--- src/rtl/mdu_pkg.sv ---
// Shared types and constants for the RV32M multiply/divide sequencer.
package mdu_pkg;

    typedef enum logic [2:0] {
        OP_MUL    = 3'b000,
        OP_MULH   = 3'b001,
        OP_MULHSU = 3'b010,
        OP_MULHU  = 3'b011,
        OP_DIV    = 3'b100,
        OP_DIVU   = 3'b101,
        OP_REM    = 3'b110,
        OP_REMU   = 3'b111
    } mdu_op_e;

    typedef enum logic [1:0] {
        IDLE,
        CALC,
        FIX,
        DONE
    } mdu_state_e;

    typedef enum logic {
        MODE_MUL,
        MODE_DIV
    } mdu_mode_e;

    localparam logic [31:0] DIV0_Q    = 32'hFFFF_FFFF;
    localparam logic [31:0] INT_MIN   = 32'h8000_0000;
    localparam logic [4:0]  ITER_LAST = 5'd31;

endpackage

--- src/rtl/mdu_iter_step.sv ---
// One radix-2 iteration: shift-add multiply step or restoring-divide step on a 64-bit accumulator.
module mdu_iter_step
    import mdu_pkg::*;
(
    input  mdu_mode_e   mode,
    input  logic [63:0] acc,
    input  logic [31:0] operand,
    output logic [63:0] acc_next
);

    logic [32:0] sum;
    logic [31:0] diff;
    logic        fits;

    // Multiply: acc = {partial product, remaining multiplier bits}.
    // Divide:   acc = {remainder, dividend/quotient bits}.
    // NOTE: every output gets a default first, so no path through this block infers a latch.
    always_comb begin
        acc_next = '0;
        sum      = {1'b0, acc[63:32]} + (acc[0] ? {1'b0, operand} : 33'd0);
        fits     = acc[63:31] >= {1'b0, operand};
        diff     = acc[62:31] - operand;
        if (mode == MODE_MUL) begin
            acc_next = {sum, acc[31:1]};
        end else if (fits) begin
            acc_next = {diff, acc[30:0], 1'b1};
        end else begin
            acc_next = {acc[62:0], 1'b0};
        end
    end

endmodule

--- src/rtl/mdu_seq_ctrl.sv ---
// Multi-cycle RV32M MUL/DIV/REM sequencer: iterative radix-2 datapath with sign fix-up,
// valid/ready handshakes on both sides, fast paths for divide-by-zero and signed overflow.
module mdu_seq_ctrl
    import mdu_pkg::*;
#(
    parameter int XLEN  = 32,
    parameter int TAG_W = 5
) (
    input  logic             clk,
    input  logic             rst_n,
    input  logic             flush,
    input  logic             in_valid,
    output logic             in_ready,
    input  logic [2:0]       in_op,
    input  logic [XLEN-1:0]  in_a,
    input  logic [XLEN-1:0]  in_b,
    input  logic [TAG_W-1:0] in_tag,
    output logic             out_valid,
    input  logic             out_ready,
    output logic [XLEN-1:0]  out_result,
    output logic [TAG_W-1:0] out_tag,
    output logic             busy
);

    mdu_state_e        state_q, state_d;
    logic [4:0]        cnt_q;
    logic [TAG_W-1:0]  tag_q;
    logic [XLEN-1:0]   result_q;

    logic [2*XLEN-1:0] acc_q, acc_next;
    logic [XLEN-1:0]   opnd_q;
    mdu_op_e           op_q;
    logic              neg_q, rem_neg_q;

    mdu_op_e           op_in;
    logic              accept, is_div_in, a_signed, b_signed, a_neg, b_neg;
    logic              div_zero, div_ovf, fast;
    logic [XLEN-1:0]   mag_a, mag_b, fast_result, fix_result;
    logic [2*XLEN-1:0] prod;
    logic [XLEN-1:0]   quot, rem;

    assign in_ready   = (state_q == IDLE) && !flush;
    assign accept     = in_valid && in_ready;
    assign out_valid  = (state_q == DONE);
    assign busy       = (state_q != IDLE);
    assign out_result = result_q;
    assign out_tag    = tag_q;

    // Request decode, sign handling and fast-path detection, all resolved at accept.
    always_comb begin
        op_in     = mdu_op_e'(in_op);
        is_div_in = in_op[2];
        a_signed  = op_in inside {OP_MULH, OP_MULHSU, OP_DIV, OP_REM};
        b_signed  = op_in inside {OP_MULH, OP_DIV, OP_REM};
        a_neg     = a_signed && in_a[XLEN-1];
        b_neg     = b_signed && in_b[XLEN-1];
        mag_a     = a_neg ? -in_a : in_a;
        mag_b     = b_neg ? -in_b : in_b;
        div_zero  = is_div_in && (in_b == '0);
        div_ovf   = (op_in inside {OP_DIV, OP_REM}) && (in_a == INT_MIN) && (in_b == '1);
        fast      = div_zero || div_ovf;
        if (div_zero) begin
            fast_result = (op_in inside {OP_DIV, OP_DIVU}) ? DIV0_Q : in_a;
        end else begin
            fast_result = (op_in == OP_DIV) ? INT_MIN : '0;
        end
    end

    always_comb begin
        prod = neg_q ? -acc_q : acc_q;
        quot = neg_q ? -acc_q[XLEN-1:0] : acc_q[XLEN-1:0];
        rem  = rem_neg_q ? -acc_q[2*XLEN-1:XLEN] : acc_q[2*XLEN-1:XLEN];
        case (op_q)
            OP_MUL:                         fix_result = prod[XLEN-1:0];
            OP_MULH, OP_MULHSU, OP_MULHU:   fix_result = prod[2*XLEN-1:XLEN];
            OP_DIV, OP_DIVU:                fix_result = quot;
            default:                        fix_result = rem;
        endcase
    end

    mdu_iter_step u_step (
        .mode     (mdu_mode_e'(op_q[2])),
        .acc      (acc_q),
        .operand  (opnd_q),
        .acc_next (acc_next)
    );

    always_comb begin
        state_d = state_q;
        case (state_q)
            IDLE: if (accept) state_d = fast ? DONE : CALC;
            CALC: if (cnt_q == ITER_LAST) state_d = FIX;
            FIX:  state_d = DONE;
            DONE: if (out_ready) state_d = IDLE;
            default: state_d = IDLE;
        endcase
        if (flush) state_d = IDLE;
    end

    // NOTE: sequential state uses non-blocking assignments so every flop samples pre-edge values.
    always_ff @(posedge clk or negedge rst_n) begin
        if (!rst_n) begin
            state_q  <= IDLE;
            cnt_q    <= '0;
            tag_q    <= '0;
            result_q <= '0;
        end else begin
            state_q <= state_d;
            cnt_q   <= (flush || state_q != CALC) ? 5'd0 : cnt_q + 5'd1;
            if (accept) begin
                tag_q <= in_tag;
                if (fast) result_q <= fast_result;
            end
            if (state_q == FIX && !flush) result_q <= fix_result;
        end
    end

    // NOTE: datapath registers are always loaded at accept before being read, so they carry no reset.
    always_ff @(posedge clk) begin
        if (accept) begin
            op_q      <= op_in;
            neg_q     <= a_neg ^ b_neg;
            rem_neg_q <= is_div_in && a_neg;
            opnd_q    <= is_div_in ? mag_b : mag_a;
            acc_q     <= {{XLEN{1'b0}}, (is_div_in ? mag_a : mag_b)};
        end else if (state_q == CALC) begin
            acc_q <= acc_next;
        end
    end

endmodule
--- config.mk ---
export PLATFORM = sky130hd
export DESIGN_NAME = mdu_seq_ctrl
export DESIGN_NICKNAME = d
export VERILOG_FILES = /design/src/rtl/mdu_pkg.sv /design/src/rtl/mdu_iter_step.sv /design/src/rtl/mdu_seq_ctrl.sv
export SDC_FILE = /design/constraint.sdc
export NUM_CORES = 1
export LEC_CHECK = 0
export CAP_MARGIN = 20
export CORE_ASPECT_RATIO = 1.5
export CORE_MARGIN = 4
export CORE_UTILIZATION = 45
export CTS_CLUSTER_DIAMETER = 80
export CTS_CLUSTER_SIZE = 20
export DETAILED_ROUTE_END_ITERATION = 16
export GPL_TIMING_DRIVEN = 0
export HOLD_SLACK_MARGIN = 0.02
export PLACE_DENSITY_LB_ADDON = 0.2
export SLEW_MARGIN = 30
export SYNTH_ARGS = -nofsm -noshare
export SYNTH_HDL_FRONTEND = slang
export SYNTH_SLANG_ARGS = --single-unit
--- constraint.sdc ---
create_clock -name clk -period 4.6 [get_ports clk]
set_input_delay 1.38 -clock clk [delete_from_list [all_inputs] [get_ports clk]]
set_output_delay 1.38 -clock clk [all_outputs]
set_load 0.005 [all_outputs]
Yosys cells after proc, flatten, opt, wreduce, memory -nomap -nowiden
Cells that the tools add are included.
- output and inout bits: 40
- latch bits: 0
- register bits after elaboration: 145
- memory bits (read-only): 0
- memories kept: 0
- bits in writable memories: 0
- divide/modulo/power cells: 0
- mux-type cells: 26
- shift-type cells: 0
- multipliers: 0
- add/subtract/negate cells: 8
- equal/unequal tests: 20
- bitwise operators: 1
- reductions and logical operators: 27
- $lt $le $gt $ge: 1
- operator list (operator ; count):
    32-bit 2-to-1 mux ; 15
    64-bit 2-to-1 mux ; 3
    32-bit negator ; 4
    32-bit case mux with 3 select lines ; 1
    32-bit == test (second input constant) ; 2
    64-bit negator ; 1
    32-bit by 32-bit adder with 33-bit output ; 1
    33-bit by 32-bit greater-or-equal comparator with 1-bit output ; 1
    32-bit zero test ; 1
    32-bit subtractor ; 1
    3-bit == test (second input constant) ; 5
    2-bit nonzero test ; 6
    2-bit 2-to-1 mux ; 5
    3-bit by 2-bit == test with 1-bit output (second input constant) ; 3
    1-bit logical AND ; 9
    2-bit case mux with 4 select lines ; 1
    3-bit by 1-bit == test with 1-bit output (second input constant) ; 2
    3-bit inequality test (second input constant) ; 2
    5-bit by 1-bit adder with 5-bit output (second input constant) ; 1
    5-bit == test (second input constant) ; 1
    5-bit 2-to-1 mux ; 1
    2-bit == test (second input constant) ; 2
    4-bit nonzero test ; 1
    3-bit zero test ; 1
    other kinds (12) ; 13

Depth between registers and ports, before layout
Gate-level depths: netlist of run 1.
- depth after elaboration: 9
- mapped depth: 13
- depth with buffers taken out: 12

Cells and area by module
A second synthesis of run 1 with hierarchy kept.
- cells, all modules: 1941
- area total of the unflattened synthesis: 15378.5 um^2
- by module, submodules not included (module ; times used ; cells an instance ; area an instance (um^2)):
    mdu_seq_ctrl ; 1 ; 1233 ; 10457.5
    mdu_iter_step ; 1 ; 708 ; 4921.0

Least setup slack after synthesis of run 1
OpenSTA, ideal clock, no wires.
- path kind: input port to flip-flop
- start: input port in_a[5]
- end: register acc_q[27] (data pin)
- cell stages on the path: 9
- path slack: 911 ps
- arrival time: 3536 ps
- library setup time: 152 ps
- path buffers: 1
- cells stage by stage: or3_1 -> or4b_2 -> clkbuf_1 -> nor4_2 -> inv_2 -> o21a_1 -> xnor2_1 -> mux2_2 -> o21ai_0
- word-level cells in the longest chain between the ends: 4
- RTL lines (element ; line ; RTL):
    start, declared ; mdu_seq_ctrl.sv:15 ; input logic [XLEN-1:0] in_a,
    32-bit negator ; mdu_seq_ctrl.sv:57 ; mag_a = a_neg ? -in_a : in_a;
    32-bit 2-to-1 mux ; mdu_seq_ctrl.sv:57 ;
    32-bit 2-to-1 mux ; mdu_seq_ctrl.sv:125 ; acc_q <= {{XLEN{1'b0}}, (is_div_in ? mag_a : mag_b)};
    32-bit 2-to-1 mux ; mdu_seq_ctrl.sv:120 ; if (accept) begin
    end signal, assigned ; mdu_seq_ctrl.sv:125 ;
    end signal, assigned ; mdu_seq_ctrl.sv:127 ; acc_q <= acc_next;
    end, declared ; mdu_seq_ctrl.sv:30 ; logic [2*XLEN-1:0] acc_q, acc_next;
No other way between the ends.
A chain may end at the register's enable or synchronous reset.

Worst setup path in the final report of run 1
- start: register acc_q[0]
- end: register result_q[8] (netlist: out_result[8])
- word-level cells in the longest chain between the ends: 4
- elaborated cells between the ends (all ways): 6
- those cells by class: add/sub: 2; mux: 4
- RTL lines (element ; line ; RTL):
    64-bit negator or 32-bit negator (tied branches) ; mdu_seq_ctrl.sv:70, mdu_seq_ctrl.sv:71 ;
    64-bit 2-to-1 mux or 32-bit 2-to-1 mux (tied branches) ; mdu_seq_ctrl.sv:70, mdu_seq_ctrl.sv:71 ;
    32-bit case mux with 3 select lines (*) ; mdu_seq_ctrl.sv:73 ; case (op_q)
    32-bit 2-to-1 mux (*) ; mdu_seq_ctrl.sv:114 ; if (state_q == FIX && !flush) result_q <= fix_result;
    end signal, assigned ; mdu_seq_ctrl.sv:112 ; if (fast) result_q <= fast_result;
    end signal, assigned ; mdu_seq_ctrl.sv:114 ;
    end, declared ; mdu_seq_ctrl.sv:28 ; logic [XLEN-1:0] result_q;
Mark *: on every way between the ends. The rest lies on a longest branch, timed or not.

==> impl_metrics.tcl, run 1 <==
set metrics [dict create \
    status "complete, but fails checks" \
    violations "DRC" \
    ir_drop_v 0.000307 \
    core-area_mm2 0.0327 \
    p_per_area_mw_per_mm2 565 \
    synth_sequential_area_ratio 0.255 \
    drtIter0Drc 1350 \
    clock-skew-final_ps 11.4 \
    dp_slack_ps -1020 \
    globalRouteOverflowTotal 0 \
    grt_start_max_net_pins 42 \
    crit_end "out_result[8]" \
    worstPathRequired_ps 4900 \
    cts_tree "done" \
    p_leak_nw 6.87 \
    via_per_inst 6.44 \
    htreeDepth 4 \
    ant_nets 0 \
    grt_usage 0.364 \
    die_w_um 157 \
    nNetsFinal 2177 \
    period_needed_ps 4590 \
    crit_fanout 10 \
    start_util 0.457 \
    firstDrtPassIters 12 \
    synth_edf_count 69 \
    drive_gt1_frac 0.0545 \
    synth-seq-cells 145 \
    post_drt_wl_per_cell_um 27.4 \
    grt_first_pass_wirelength_um 98400 \
    final_util 0.530 \
    max_cap_violations 0 \
    relSlewSlack 0.307 \
    crit_start "acc_q[0]" \
    cp_num_cells 10 \
    die_y_um 231 \
    dieArea_mm2 0.0363 \
    syn-instance-count 1883 \
    syn_nets 2038 \
    cp_slowest_stage_delay_ps 580 \
    end_kind "register" \
    dp_hpwl_um 54400 \
    drc 4 \
    hp-class "register to register" \
    antenna_found_initial 1 \
    rsz0062_at_grt "true" \
    ys_types 83 \
    root_buffer "clkbuf_16" \
    vias 15800 \
    worst_pin_slew_ps 1030 \
    cp_data_arrival_time_ps 4890 \
    insertion_delay_ps 460 \
    synth_top_flop_cell "edfxtp_1" \
    clock_path_buffers 2 \
    slew_viol_final 0 \
    min_period_over_period 0.997 \
    cp_cell_sequence "inv_1, clkbuf_2, ha_1, or3b_2, or3_1, nand4b_2, o41ai_1, xnor2_1, a211oi_1, a31oi_1" \
    setup_slack_ps 13.2 \
    crit_family "simple AND/OR/NAND/NOR gates" \
    avgSynthCellArea_um2 7.95 \
    final_common_cell "nor2_1" \
    rows 81 \
    routed_wl_um 67200 \
    reg2reg_slack_ps 10 \
    ff2ff_path_depth 10 \
    setup_viol 0 \
    criticalPathCategory "register to register" \
    pin_count 117 \
    start_kind "register" \
    cts_made_buffers 17 \
    numClockSinks 145 \
    r2r-end "out_result[8]" \
    whs_ps 466 \
    yosysWarnings 0 \
    ys_async_sr_fraction 0.303 \
    path_clk_slew_ps 70 \
    area_growth_pct 16.0 \
    fmax_mhz 218 \
    portBuffers 116 \
    finalHoldViolations 0 \
    grt_pass1_vias 15800 \
    routabilityCongestion 1.02 \
    reg2reg_from "acc_q[0]" \
    netlist_area_mm2 0.0150 \
    critPathBufInv 2 \
    critPathSlowestCell "a211oi_1" \
    layout_common_cells "nor2_1, nand2_1, a21oi_1" \
]
==> metrics by stage <==
step	setup TNS [ps]	power (W)	instance area (um^2)	instances
after floorplan	0	0.00614	15000	1883
after global placement	-109510	0.00815	16600	2414
after detailed placement	-39840	0.00819	16700	2417
after CTS	0	0.00966	17300	2449
after global routing	-20.7	0.0104	17400	2450
final	0	0.00981	17400	2451
==> routing by layer <==
layer,GRT usage,part of all wire
met4,0.258,0.082
met3,0.0478,0.056
met1,0.406,0.37
met5,0,0
met2,0.632,0.49
==> cell type report <==
cell class                      instances  area [um^2]
Buffer                                115          467
Sequential cell                       145         3810
Clock buffer                           19          433
Fill cell                            3217        15400
Clock inverter                         13          138
Inverter                               74          278
Tap cell                              415          519
Antenna cell                            1         2.50
Multi-Input combinational cell       1549        10500
Timing Repair Buffer                  120         1220
==> registers in the layout (all words and copies together) (netlist names) <==
signal,cells
out_result,32
neg_q,1
op_q,3
opnd_q,32
cnt_q,5
state_q,2
acc_q,64
rem_neg_q,1
out_tag,5
==> what timing repair did <==
item	CTS	global route
hold buffers	0	0
endpoints found under the setup margin	32	24
pin swaps	0	1
cloned	0	0
setup buffers	0	1
resized for setup	8	4
==> cell families after synthesis <==
family	share of synthesized area
xor+xnor	0.108
fa+ha+maj	0.0662
buf+inv	0.0493
mux	0.0753
compound gates	0.249
simple gates	0.197
flops	0.255
==> worst min path at each step <==
stage                         startpoint             end  cells after the start
final                           cnt_q[0]        cnt_q[0]                      1
after global routing      out_result[29]  out_result[29]                      2
after CTS                       cnt_q[0]        cnt_q[0]                      1
after detailed placement      out_tag[3]      out_tag[3]                      2
after global placement          cnt_q[0]        cnt_q[0]                      1
after floorplan                 cnt_q[0]        cnt_q[0]                      1
==> synth_stat cells, types with 10 or more instances <==
library cell | number | area share
o31ai_1 | 31 | 0.016
mux2_2 | 12 | 0.0090
o21a_1 | 10 | 0.0050
buf_2 | 12 | 0.0040
nor2_1 | 176 | 0.044
o41ai_1 | 16 | 0.0094
nand3_1 | 41 | 0.014
edfxtp_1 | 69 | 0.14
or4_1 | 21 | 0.011
nand2b_1 | 19 | 0.0079
a221oi_1 | 10 | 0.0059
a211oi_1 | 25 | 0.013
nor2b_1 | 19 | 0.0079
dfxtp_1 | 32 | 0.043
dfrtp_1 | 44 | 0.074
or3_1 | 32 | 0.013
nor4_1 | 16 | 0.0067
a21o_1 | 26 | 0.013
mux2i_1 | 98 | 0.066
nor3_1 | 33 | 0.011
clkbuf_1 | 92 | 0.023
and3_1 | 11 | 0.0046
o22ai_1 | 15 | 0.0063
a31oi_1 | 35 | 0.015
a21oi_1 | 145 | 0.049
ha_1 | 76 | 0.064
inv_1 | 70 | 0.018
o221ai_1 | 11 | 0.0064
nand4_1 | 20 | 0.0084
o21ai_1 | 10 | 0.0033
xor2_1 | 90 | 0.053
o211ai_1 | 29 | 0.015
xnor2_1 | 95 | 0.056
nand2_1 | 157 | 0.039
o21ai_0 | 139 | 0.046
==> report_power, final <==
part           internal, W  switching, W  total [W]
Combinational      0.00234       0.00365    0.00599
Sequential         0.00184      0.000555    0.00240
Clock             0.000798      0.000626    0.00142
Power figures use the tool's default switching activity.
==> run 2, diff against run 1 <==
--- a/config.mk
+++ b/config.mk
@@ -6,6 +6,8 @@
 export NUM_CORES = 1
 export LEC_CHECK = 0
 export CAP_MARGIN = 20
+export CELL_PAD_IN_SITES_DETAIL_PLACEMENT = 1
+export CELL_PAD_IN_SITES_GLOBAL_PLACEMENT = 1
 export CORE_ASPECT_RATIO = 1.5
 export CORE_MARGIN = 4
 export CORE_UTILIZATION = 45
==> impl_metrics.tcl, run 2 (synthesized netlist as in run 1, its figures left out) <==
set metrics [dict create \
    worstPathRequired_ps 4920 \
    grt_usage 0.379 \
    firstDrtPassIters 5 \
    drive_gt1_frac 0.0555 \
    dp_hpwl_um 55800 \
    multi_input_area_mm2 0.0105 \
    clock-skew-final_ps 15.9 \
    whs_ps 465 \
    nNetsFinal 2177 \
    die_w_um 157 \
    routed_wl_um 69500 \
    fill_cells 4052 \
    ff_latch_area_mm2 0.00381 \
    worst_pin_slew_ps 1070 \
    p_per_area_mw_per_mm2 573 \
    dieArea_mm2 0.0363 \
    core-area_mm2 0.0327 \
    routabilityCongestion 1.05 \
    swShare 0.494 \
    insertion_delay_ps 470 \
    globalRouteOverflowTotal 0 \
    relSlewSlack 0.284 \
    insertedDiodeCount 0 \
    pwr-share-comb 0.611 \
    path_clk_slew_ps 70 \
    cts_made_buffers 17 \
    ant_nets 0 \
    layout_common_cells "nor2_1, nand2_1, a21oi_1" \
    power.total_w 0.00996 \
    drtIter0Drc 1205 \
    final_common_cell "nor2_1" \
    portBuffers 116 \
    root_buffer "clkbuf_16" \
    numClockSinks 145 \
    hold_buffers 0 \
    finalHoldViolations 0 \
    grt_pass1_vias 17100 \
    crit_fanout 10 \
    hp-class "register to register" \
    cp_data_arrival_time_ps 4890 \
    p_leak_nw 6.88 \
    seqPwrFrac 0.241 \
    power.net_switching_w 0.00492 \
    cts_tree "done" \
    end_kind "register" \
    area_growth_pct 16.2 \
    post_drt_wl_per_cell_um 28.4 \
    clock_path_buffers 2 \
    rows 81 \
    regMostFlops "acc_q" \
    status "finished clean" \
    period_needed_ps 4570 \
    die_y_um 231 \
    vias 16300 \
    p_clk_frac 0.148 \
    htreeDepth 4 \
    start_util 0.457 \
    criticalPathCategory "register to register" \
    rsz0062_at_grt "false" \
    antenna_found_initial 2 \
    ir_drop_v 0.000264 \
    setup_viol 0 \
    slew_viol_final 0 \
    fmax_mhz 219 \
    via_per_inst 6.65 \
    max_cap_violations 0 \
    start_kind "register" \
    largest_reg_flops 64 \
    drc 0 \
    internal_power_w 0.00504 \
    grt_first_pass_wirelength_um 104000 \
    grt_start_max_net_pins 42 \
    pin_count 117 \
    min_period_over_period 0.992 \
]
==> run 2: cell types whose count changed in the layout (fill, tap and decap cells not counted), moves of 2 or more <==
cell      delta
clkbuf_2     +2
inv_6        -2
nor3_1       +2
nor3_2       -2
==> run 2: layout make-up <==
cell class              count  area share
inverters                  74      0.0160
well taps                 415      0.0299
clock inverters            11     0.00813
flip-flops and latches    145       0.219
repair buffers            120      0.0706
clock buffers              21      0.0253
multi-input cells        1549       0.604
plain buffers             115      0.0270
==> run 2: critical path, cell delays in order (launching register included) <==
cell and delay, ps:
edfxtp_1 500, inv_1 420, clkbuf_2 440, ha_1 240, or3b_2 530, or3_1 470
nand4b_2 540, o41ai_2 690, xnor2_1 150, a21oi_1 320, o211ai_1 120
==> run 2: power groups by stage <==
stage          Combinational (W)  Clock [W]  Sequential, W
2_1_floorplan            0.00393          0        0.00220
3_3_place_gp             0.00572          0        0.00238
3_5_place_dp             0.00588          0        0.00239
4_1_cts                  0.00595    0.00146        0.00237
5_1_grt                  0.00656    0.00152        0.00244
6_report                 0.00609    0.00147        0.00240
==> run 2: path summary, 6_finish.rpt <==
check	from	to	slack, ps	cells past startpoint
worst max-delay path	acc_q[0]	out_result[22]	30	10
worst min-delay path	cnt_q[0]	cnt_q[0]	460	1
worst max register to register	acc_q[0]	out_result[22]	30	10
worst min register to register	cnt_q[0]	cnt_q[0]	460	1
max in group asynchronous	rst_n	out_result[31]	3410	2
min in group asynchronous	rst_n	out_result[0]	710	1
==> run 2: layer usage <==
metal / up-vias / GRT usage / share of wire
li1: 7254 / - / -
met1: 7977 / 0.408 / 0.35
met2: 773 / 0.659 / 0.49
met3: 283 / 0.0488 / 0.062
met4: 2 / 0.297 / 0.094
met5: - / 0 / 0.00019
==> run 2: stage by stage <==
stage | std cells | setup WS (ps) | util | instance area (um^2) | TNS (ps)
floorplan | 1883 | 911 | - | 15000 | 0
global placement | 2414 | -1970 | 0.508 | 16600 | -118560
detailed placement | 2416 | -1080 | 0.511 | 16700 | -40690
CTS | 2450 | 5.77 | 0.530 | 17400 | 0
global route | 2450 | 22.7 | 0.531 | 17400 | 0
finish | 2450 | 34.5 | 0.531 | 17400 | 0
==> run 2: repair_timing <==
item / CTS / global route
resized for setup: 6 / 10
buffers inserted: 2 / 0
pin swaps: 1 / 0
endpoints found under the setup margin: 33 / 27
==> run 3, diff against run 2 <==
--- a/config.mk
+++ b/config.mk
@@ -17,6 +17,7 @@
 export GPL_TIMING_DRIVEN = 0
 export HOLD_SLACK_MARGIN = 0.02
 export PLACE_DENSITY_LB_ADDON = 0.2
+export REMOVE_ABC_BUFFERS = 1
 export SLEW_MARGIN = 30
 export SYNTH_ARGS = -nofsm -noshare
 export SYNTH_HDL_FRONTEND = slang
==> impl_metrics.tcl, run 3 (synthesized netlist as in run 1, its figures left out) <==
set metrics [dict create \
    hp-start "out_tag[3]" \
    regMostFlops "acc_q" \
    p_per_area_mw_per_mm2 561 \
    via_per_inst 6.50 \
    ff2ff_path_depth 11 \
    whs_endpoint "out_tag[3]" \
    hold_buffers 0 \
    insertion_delay_ps 470 \
    whs_ps 481 \
    clock_path_buffers 2 \
    max_cap_violations 0 \
    routed_wl_um 59400 \
    grt_start_max_net_pins 67 \
    worstPathRequired_ps 4980 \
    setup_viol 0 \
    fin_cells 2353 \
    largest_reg_flops 64 \
    final_util 0.527 \
    cts_made_buffers 17 \
    pin_count 117 \
    hp-class "register to register" \
    nNetsFinal 2080 \
    reg2reg_from "acc_q[0]" \
    p_leak_nw 6.83 \
    slew_viol_final 0 \
    final_common_cell "nor2_1" \
    firstDrtPassIters 8 \
    clock-skew-final_ps 17.3 \
    cts_tree "done" \
    reg2reg_slack_ps 420 \
    end_kind "register" \
    finalHoldViolations 0 \
    status "finished clean" \
    crit_start "in_b[10]" \
    vias 15300 \
    layout_common_cells "nor2_1, nand2_1, a21oi_1" \
    ant_nets 0 \
    root_buffer "clkbuf_16" \
    crit_fanout 14 \
    drive_gt1_frac 0.0624 \
    insertedDiodeCount 0 \
    grt_first_pass_wirelength_um 91700 \
    fmax_mhz 223 \
    post_drt_wl_per_cell_um 25.2 \
    dieArea_mm2 0.0363 \
    worstHoldPathCells 2 \
    grt_pass1_vias 16100 \
    rows 81 \
    r2r-end "acc_q[58]" \
    power.total_w 0.00968 \
    cp_data_arrival_time_ps 4860 \
    drc 0 \
    start_kind "primary input" \
    die_w_um 157 \
    routabilityCongestion 0.951 \
    globalRouteOverflowTotal 0 \
    start_util 0.457 \
    antenna_found_initial 1 \
    die_y_um 231 \
    portBuffers 116 \
    rsz0062_at_grt "false" \
    drtIter0Drc 875 \
    period_needed_ps 4480 \
    min_period_over_period 0.974 \
    dp_hpwl_um 46600 \
    relSlewSlack 0.402 \
    ir_drop_v 0.000281 \
    area_growth_pct 15.4 \
    final_area_mm2 0.0173 \
    path_clk_slew_ps 60 \
    numClockSinks 145 \
    grt_usage 0.324 \
    worst_pin_slew_ps 888 \
    htreeDepth 4 \
    criticalPathCategory "primary input to register" \
    fill_cells 3911 \
    placed_area_mm2 0.0166 \
    dp.cells 2321 \
    core-area_mm2 0.0327 \
]
run 3: power breakdown:
group / switching (W) / total (W) / internal (W)
registers: 0.000767 / 0.00261 / 0.00184
clock network: 0.000612 / 0.00145 / 0.000840
logic: 0.00324 / 0.00562 / 0.00239
run 3: worst max-delay path, stage by stage:
cell and delay (ps):
clkdlybuf4s50_1 500, or4_1 670, nor4_2 640, nand4_1 420, o31ai_4 230, nand2_2 390
nor3_1 460, a21oi_1 80, o21ai_1 90
run 3: worst max path at each step:
stage | endpoint | slack, ps | depth (start not counted)
3_3_place_gp | out_result[6] | -4180 | 6
4_1_cts | out_result[31] | 20 | 9
5_1_grt | out_result[6] | 90 | 7
3_5_place_dp | out_result[31] | -1070 | 9
6_report | out_result[31] | 120 | 9
2_1_floorplan | out_result[6] | -210 | 5
run 3: repair_timing:
item                       in CTS  in global routing
setup buffers                   0                  0
pin swaps                       0                  0
setup endpoints to repair      17                 11
resized for setup               3                  4
cloned                          0                  0
run 3: per-stage QoR:
step | TNS, ps | setup WS [ps]
2_1_floorplan | -2390 | -209
3_3_place_gp | -488880 | -4180
3_5_place_dp | -20190 | -1070
4_1_cts | 0 | 17.6
5_1_grt | 0 | 88.3
6_report | 0 | 119
run 3: cell type report:
class / instances / area [um^2] / area share
multi-input cells: 1549 / 10500 / 0.610
clock buffers: 23 / 478 / 0.0277
inverters: 74 / 283 / 0.0164
repair buffers: 138 / 1540 / 0.0891
clock inverters: 9 / 109 / 0.00631
flip-flops and latches: 145 / 3810 / 0.221
well taps: 415 / 519 / 0.0301
run 3: layer usage:
layer,global-route usage,vias up,part of all wire
met3,0.0353,163,0.044
met2,0.581,492,0.51
met4,0.170,2,0.057
met1,0.374,7565,0.39
li1,-,7061,-
met5,0,-,0.00022
